--- src/rtl/vector_reverse_stream_if.sv ---
// Valid/ready stream bundle for vector_reverse_stream: input word plus mode,
// and the permuted output word.
interface vector_reverse_stream_if #(
  parameter int WIDTH = 100
);
  logic             in_valid;
  logic             in_ready;
  logic [WIDTH-1:0] in_data;
  logic [1:0]       in_mode;
  logic             out_valid;
  logic             out_ready;
  logic [WIDTH-1:0] out_data;

  // master: the surrounding system (producer + consumer); slave: the block
  modport master (
    output in_valid, in_data, in_mode, out_ready,
    input  in_ready, out_valid, out_data
  );

  modport slave (
    input  in_valid, in_data, in_mode, out_ready,
    output in_ready, out_valid, out_data
  );
endinterface

--- src/rtl/vector_reverse_stream.sv ---
// Pipelined selectable bit/group permutation on a valid/ready stream, with a
// 2-entry skid buffer so in_ready is registered and throughput is one word/cycle.
module vector_reverse_stream #(
  parameter int WIDTH = 100,
  parameter int GROUP = 4,
  parameter int CNT_W = 16
) (
  input  logic                   clk,
  input  logic                   reset,
  vector_reverse_stream_if.slave s,
  output logic [CNT_W-1:0]       word_count
);

  localparam int unsigned NG = WIDTH / GROUP;

  if ((WIDTH < 2) || (GROUP < 1) || ((WIDTH % GROUP) != 0)) begin : g_bad_params
    $error("vector_reverse_stream: need WIDTH >= 2 and WIDTH a multiple of GROUP");
  end

  typedef enum logic [1:0] {
    EMPTY = 2'd0,
    ONE   = 2'd1,
    FULL  = 2'd2
  } state_t;

  state_t           state, state_n;
  logic             in_ready_q;
  logic [WIDTH-1:0] m_q, s_q;
  logic [WIDTH-1:0] perm;
  logic             in_fire, out_fire, out_valid;
  logic             load_m_perm, load_m_skid, load_s;

  always_comb begin
    perm = '0;
    case (s.in_mode)
      2'd0: perm = s.in_data;
      2'd1: begin
        for (int unsigned i = 0; i < WIDTH; i++)
          perm[i] = s.in_data[WIDTH-1-i];
      end
      2'd2: begin
        for (int unsigned g = 0; g < NG; g++)
          for (int unsigned k = 0; k < GROUP; k++)
            perm[g*GROUP+k] = s.in_data[g*GROUP+GROUP-1-k];
      end
      default: begin
        for (int unsigned g = 0; g < NG; g++)
          for (int unsigned k = 0; k < GROUP; k++)
            perm[g*GROUP+k] = s.in_data[(NG-1-g)*GROUP+k];
      end
    endcase
  end

  assign out_valid = (state != EMPTY);
  assign in_fire   = s.in_valid & in_ready_q;
  assign out_fire  = out_valid & s.out_ready;

  always_comb begin
    state_n     = state;
    load_m_perm = 1'b0;
    load_m_skid = 1'b0;
    load_s      = 1'b0;
    case (state)
      EMPTY: begin
        if (in_fire) begin
          state_n     = ONE;
          load_m_perm = 1'b1;
        end
      end
      ONE: begin
        if (in_fire && out_fire) begin
          load_m_perm = 1'b1;
        end else if (in_fire) begin
          state_n = FULL;
          load_s  = 1'b1;
        end else if (out_fire) begin
          state_n = EMPTY;
        end
      end
      FULL: begin
        // in_ready is low here, so only the drain side can move
        if (out_fire) begin
          state_n     = ONE;
          load_m_skid = 1'b1;
        end
      end
      default: state_n = EMPTY;
    endcase
  end

  always_ff @(posedge clk) begin
    if (reset) begin
      state      <= EMPTY;
      in_ready_q <= 1'b1;
      m_q        <= '0;
      s_q        <= '0;
      word_count <= '0;
    end else begin
      state      <= state_n;
      in_ready_q <= (state_n != FULL);
      if (load_m_perm) m_q <= perm;
      else if (load_m_skid) m_q <= s_q;
      if (load_s) s_q <= perm;
      if (out_fire) word_count <= word_count + CNT_W'(1);
    end
  end

  assign s.in_ready  = in_ready_q;
  assign s.out_valid = out_valid;
  assign s.out_data  = m_q;

endmodule

--- src/flat_wrapper.sv ---
// flat-port wrapper written by rule: the top's interface ports become plain ports
module vector_reverse_stream_flat 
#(
  parameter int WIDTH = 100,
  parameter int GROUP = 4,
  parameter int CNT_W = 16
)
  (clk, reset, word_count, s_in_valid, s_in_data, s_in_mode, s_out_ready, s_in_ready, s_out_valid, s_out_data);
  vector_reverse_stream_if #(.WIDTH(WIDTH)) s_i ();
  input  logic clk;
  input  logic reset;
  output logic [CNT_W-1:0] word_count;
  input wire logic [$bits(s_i.in_valid)-1:0] s_in_valid;
  input wire logic [$bits(s_i.in_data)-1:0] s_in_data;
  input wire logic [$bits(s_i.in_mode)-1:0] s_in_mode;
  input wire logic [$bits(s_i.out_ready)-1:0] s_out_ready;
  output wire logic [$bits(s_i.in_ready)-1:0] s_in_ready;
  output wire logic [$bits(s_i.out_valid)-1:0] s_out_valid;
  output wire logic [$bits(s_i.out_data)-1:0] s_out_data;
  assign s_i.in_valid = s_in_valid;
  assign s_i.in_data = s_in_data;
  assign s_i.in_mode = s_in_mode;
  assign s_i.out_ready = s_out_ready;
  assign s_in_ready = s_i.in_ready;
  assign s_out_valid = s_i.out_valid;
  assign s_out_data = s_i.out_data;
  vector_reverse_stream #(.WIDTH(WIDTH), .GROUP(GROUP), .CNT_W(CNT_W)) u_core (.clk(clk), .reset(reset), .s(s_i), .word_count(word_count));
endmodule
--- config.mk ---
export PLATFORM = sky130hd
export DESIGN_NAME = vector_reverse_stream_flat
export DESIGN_NICKNAME = d
export VERILOG_FILES = /design/src/rtl/vector_reverse_stream_if.sv /design/src/rtl/vector_reverse_stream.sv /design/src/flat_wrapper.sv
export SDC_FILE = /design/constraint.sdc
export NUM_CORES = 1
export LEC_CHECK = 0
export BUFFER_PORTS_ARGS = -buffer_cell sky130_fd_sc_hd__buf_2
export CORE_MARGIN = 2
export CORE_UTILIZATION = 51
export CTS_BUF_LIST = sky130_fd_sc_hd__clkbuf_8
export DETAILED_ROUTE_END_ITERATION = 8
export HOLD_SLACK_MARGIN = 0.12
export MAX_ROUTING_LAYER = met4
export PLACE_DENSITY = 0.75
export SYNTH_ARGS = -nofsm -noshare
export SYNTH_HDL_FRONTEND = slang
export SYNTH_SLANG_ARGS = --single-unit
--- constraint.sdc ---
create_clock -name clk -period 1.81 [get_ports clk]
set_input_delay 0.2715 -clock clk [delete_from_list [all_inputs] [get_ports clk]]
set_output_delay 0.2715 -clock clk [all_outputs]
set_load 0.02 [all_outputs]
==> flow_summary.ini <==
[place]
place_congestion = 0.862
io_buffers = 223
dp_hpwl_mm = 20.4

[layout]
drive_above_1_share_pct = 31.8
fin_util_pct = 64.2
nets = 1528
num-fill-cells = 1710
multi_input_area_sq_um = 6080
area_growth_pct = 22.7
ff_latch_area_sq_um = 4390

[synth]
ys_seq_area_share_pct = 39.6
synth_cells = 1214
synth_area_leaders = dfxtp_1 (40%), mux4_2 (20%), nand2_1 (13%), a311oi_1 (7.0%), a21oi_1 (4.5%)
synth_area_sq_um = 11100
synth_area_leader_cell = dfxtp_1
netlist.area_leader.share_pct = 39.6
synth_cell_types = 45
ys.flop_type = dfxtp_1
synth.net_count = 1321
synth_edf_count = 0
syn_area_per_cell_sq_um = 9.11
synth_seq_cells = 219
ys_async_sr_fraction_pct = 0
yosys_warnings = 0

[worst_setup_path]
r2r-start = u_core.s.in_ready$_SDFF_PP1_
cp-end-kind = flop
path_class = primary input to flop
regToRegSetupSlack_ns = 0.12
reg2regPathDepth = 4
required_ns = 2.23
critPathLaunchType = primary input
cp.arrival_ns = 2.17
reg2reg_to = u_core.s.out_data[58]$_SDFFE_PP0P_
cp_max_fo = 67

[timing]
worstMarginPinSlew_ns = 0.369
tns_ns = 0
fmax_mhz = 572
drv_slew = 0
timing.clock.skew_ns = 0.0211
final_hold_viol_count = 0
relSlewSlack_pct = 75.4
setup_viol = 0
rsz0062_at_grt = false
min_period_ns = 1.75
finalCritPeriodShare_pct = 96.5

[clock_tree]
clock_latency_ns = 0.52
cts.sinks = 219
numCtsBuffers = 39
cts_tree = done
h-tree-depth = 2
cts_buffer_depth = 3
clk_pin_slew_ns = 0.06
cts-root-buf = clkbuf_8

[job]
maxCapViolCount = 0

[status]
status = finished clean

[floorplan]
fp.dieW_um = 151
dieHeight_um = 151
core_area_sq_um = 21200
die_area_sq_um = 22900
row_count = 53
start_util_pct = 52.3
io_pins = 224

[drt]
drt_first_pass_iters = 5
drt_iter0_markers = 711
vias = 10200
routedWlPerCell_um = 18.0
drcViolationCount = 0
vias_per_cell = 5.90
wl_mm = 31.1
detail-route-antenna-nets = 0

[power_and_ir_drop]
vdd_drop_max_v = 0.000815
p_leak_nw = 5.29
power_density_nw_per_um2 = 923

[global_routing]
grt_use_met1_pct = 32.8
grtUsageMet2_pct = 44.1
grt_pass1_vias = 9361
antenna_found_initial = 0
grt_overflow_total = 0
use_met3_pct = 6.11
grt_pass1_wl_mm = 47.6
grt_busiest_layer = met2
grt_max_degree = 68
grt_usage_pct = 26.9

[worst_hold_path]
min_to = u_core.s_q[50]$_SDFFE_PP0P_
hold_path_class = primary input to flop
hp-start = s_in_data[49]
hold_depth = 3
==> state kept, by name, summed over array words and instances (netlist names) <==
name and count:
u_core.s.out_data 100, u_core.s_q 100, u_core.word_count 16, u_core.state 2
u_core.s.in_ready 1
==> metal layers <==
| layer | up-vias | part of all wire, % |
|---|---|---|
| met2 | 409 | 49 |
| met3 | 70 | 8.9 |
| met5 | - | 0 |
| met4 | 0 | 3.1 |
| met1 | 4942 | 39 |
| li1 | 4744 | - |
==> kinds of logic (layout without fill, tap and decap cells) <==
group,after synthesis,count (layout),share of synthesized area (%)
AO/OA/AOI/OAI,208,208,13.4
XOR/XNOR,12,12,0.950
adder cells (fa/ha/maj),1,1,0.113
buffers and inverters,120,353,5.58
flip-flops,219,219,39.6
multiplexers,109,109,20.8
other,0,1,0
AND/OR/NAND/NOR,545,546,19.5
==> cells in the mapped netlist, types with 2 or more instances <==
cell	count
inv_1	4
nand2_1	393
nand2b_1	2
nor3_1	3
a211oi_1	4
mux2i_1	6
a21oi_1	100
nor4_1	3
buf_6	5
dfxtp_1	219
xor2_1	5
nand3_1	7
buf_2	31
or3_1	3
xnor2_1	7
clkbuf_1	54
buf_4	24
a311oi_2	7
nor2b_1	3
mux2_2	7
nor2_1	117
or2_0	4
a311oi_1	89
mux4_2	96
==> worst max path at each step <==
stage / start / cells after the start / endpoint
5_1_grt: s_in_valid / 6 / u_core.s.out_data[62]$_SDFFE_PP0P_
3_3_place_gp: u_core.state[0]$_SDFF_PP0_ / 5 / u_core.s.out_data[50]$_SDFFE_PP0P_
3_5_place_dp: u_core.state[1]$_SDFF_PP0_ / 5 / u_core.s.out_data[3]$_SDFFE_PP0P_
4_1_cts: u_core.state[0]$_SDFF_PP0_ / 3 / s_out_valid
2_1_floorplan: u_core.word_count[4]$_SDFFE_PP0P_ / 4 / u_core.word_count[15]$_SDFFE_PP0P_
6_report: s_in_valid / 6 / u_core.s.out_data[58]$_SDFFE_PP0P_
==> per-stage QoR <==
| stage | cells | area, sq um | power, mW | setup slack [ns] | hold slack, ns |
|---|---|---|---|---|---|
| 2_1_floorplan | 1214 | 11100 | 6.86 | 0.0161 | 0.437 |
| 3_3_place_gp | 1647 | 12600 | 7.60 | 0.119 | 0.442 |
| 3_5_place_dp | 1647 | 12600 | 7.64 | 0.0655 | 0.447 |
| 4_1_cts | 1717 | 13500 | 12.6 | 0.0105 | 0.139 |
| 5_1_grt | 1723 | 13600 | 13.1 | 0.00501 | 0.160 |
| 6_report | 1724 | 13600 | 12.5 | 0.0631 | 0.167 |
==> worst max-delay path, stage by stage <==
cell,delay [ns]
dlygate4sd3_1,0.54
buf_2,0.12
nand2_1,0.16
or3_4,0.53
buf_16,0.24
a311oi_1,0.28
==> where the power goes <==
group	switching (mW)	internal, mW	leakage, nW
registers	0.183	5.12	1.79
clock network	2.02	2.91	0.468
logic	1.32	0.968	3.02
total	3.52	9.00	5.29
==> layout by cell type, fill, tap and decap left out, drive strengths merged, types with 3 or more instances in the layout <==
| cell type | instances |
|---|---|
| a211oi | 4 |
| a21oi | 100 |
| a311oi | 96 |
| buf | 276 |
| bufinv | 3 |
| clkbuf | 52 |
| clkinv | 6 |
| dfxtp | 219 |
| inv | 13 |
| mux2 | 7 |
| mux2i | 6 |
| mux4 | 96 |
| nand2 | 393 |
| nand3 | 7 |
| nor2 | 117 |
| nor2b | 4 |
| nor3 | 4 |
| nor4 | 4 |
| or2 | 5 |
| or3 | 4 |
| xnor2 | 7 |
| xor2 | 5 |
==> repair_timing <==
| item | 4_1_cts | 5_1_grt |
|---|---|---|
| setup buffers | 0 | 3 |
| hold buffers | 2 | 0 |
| setup endpoints to repair | 0 | 49 |
| gates resized for setup | 0 | 7 |
| hold endpoints to repair | 15 | 0 |
==> final cells by class <==
class,instances,share of cell area (%)
antenna,1,0.0184
clock buffer,50,5.07
clock inverter,18,1.16
inverter,5,0.157
multi-input combinational,876,44.8
sequential,219,32.3
tap,275,2.54
timing repair buffer,280,13.9
Power figures use the tool's default switching activity.
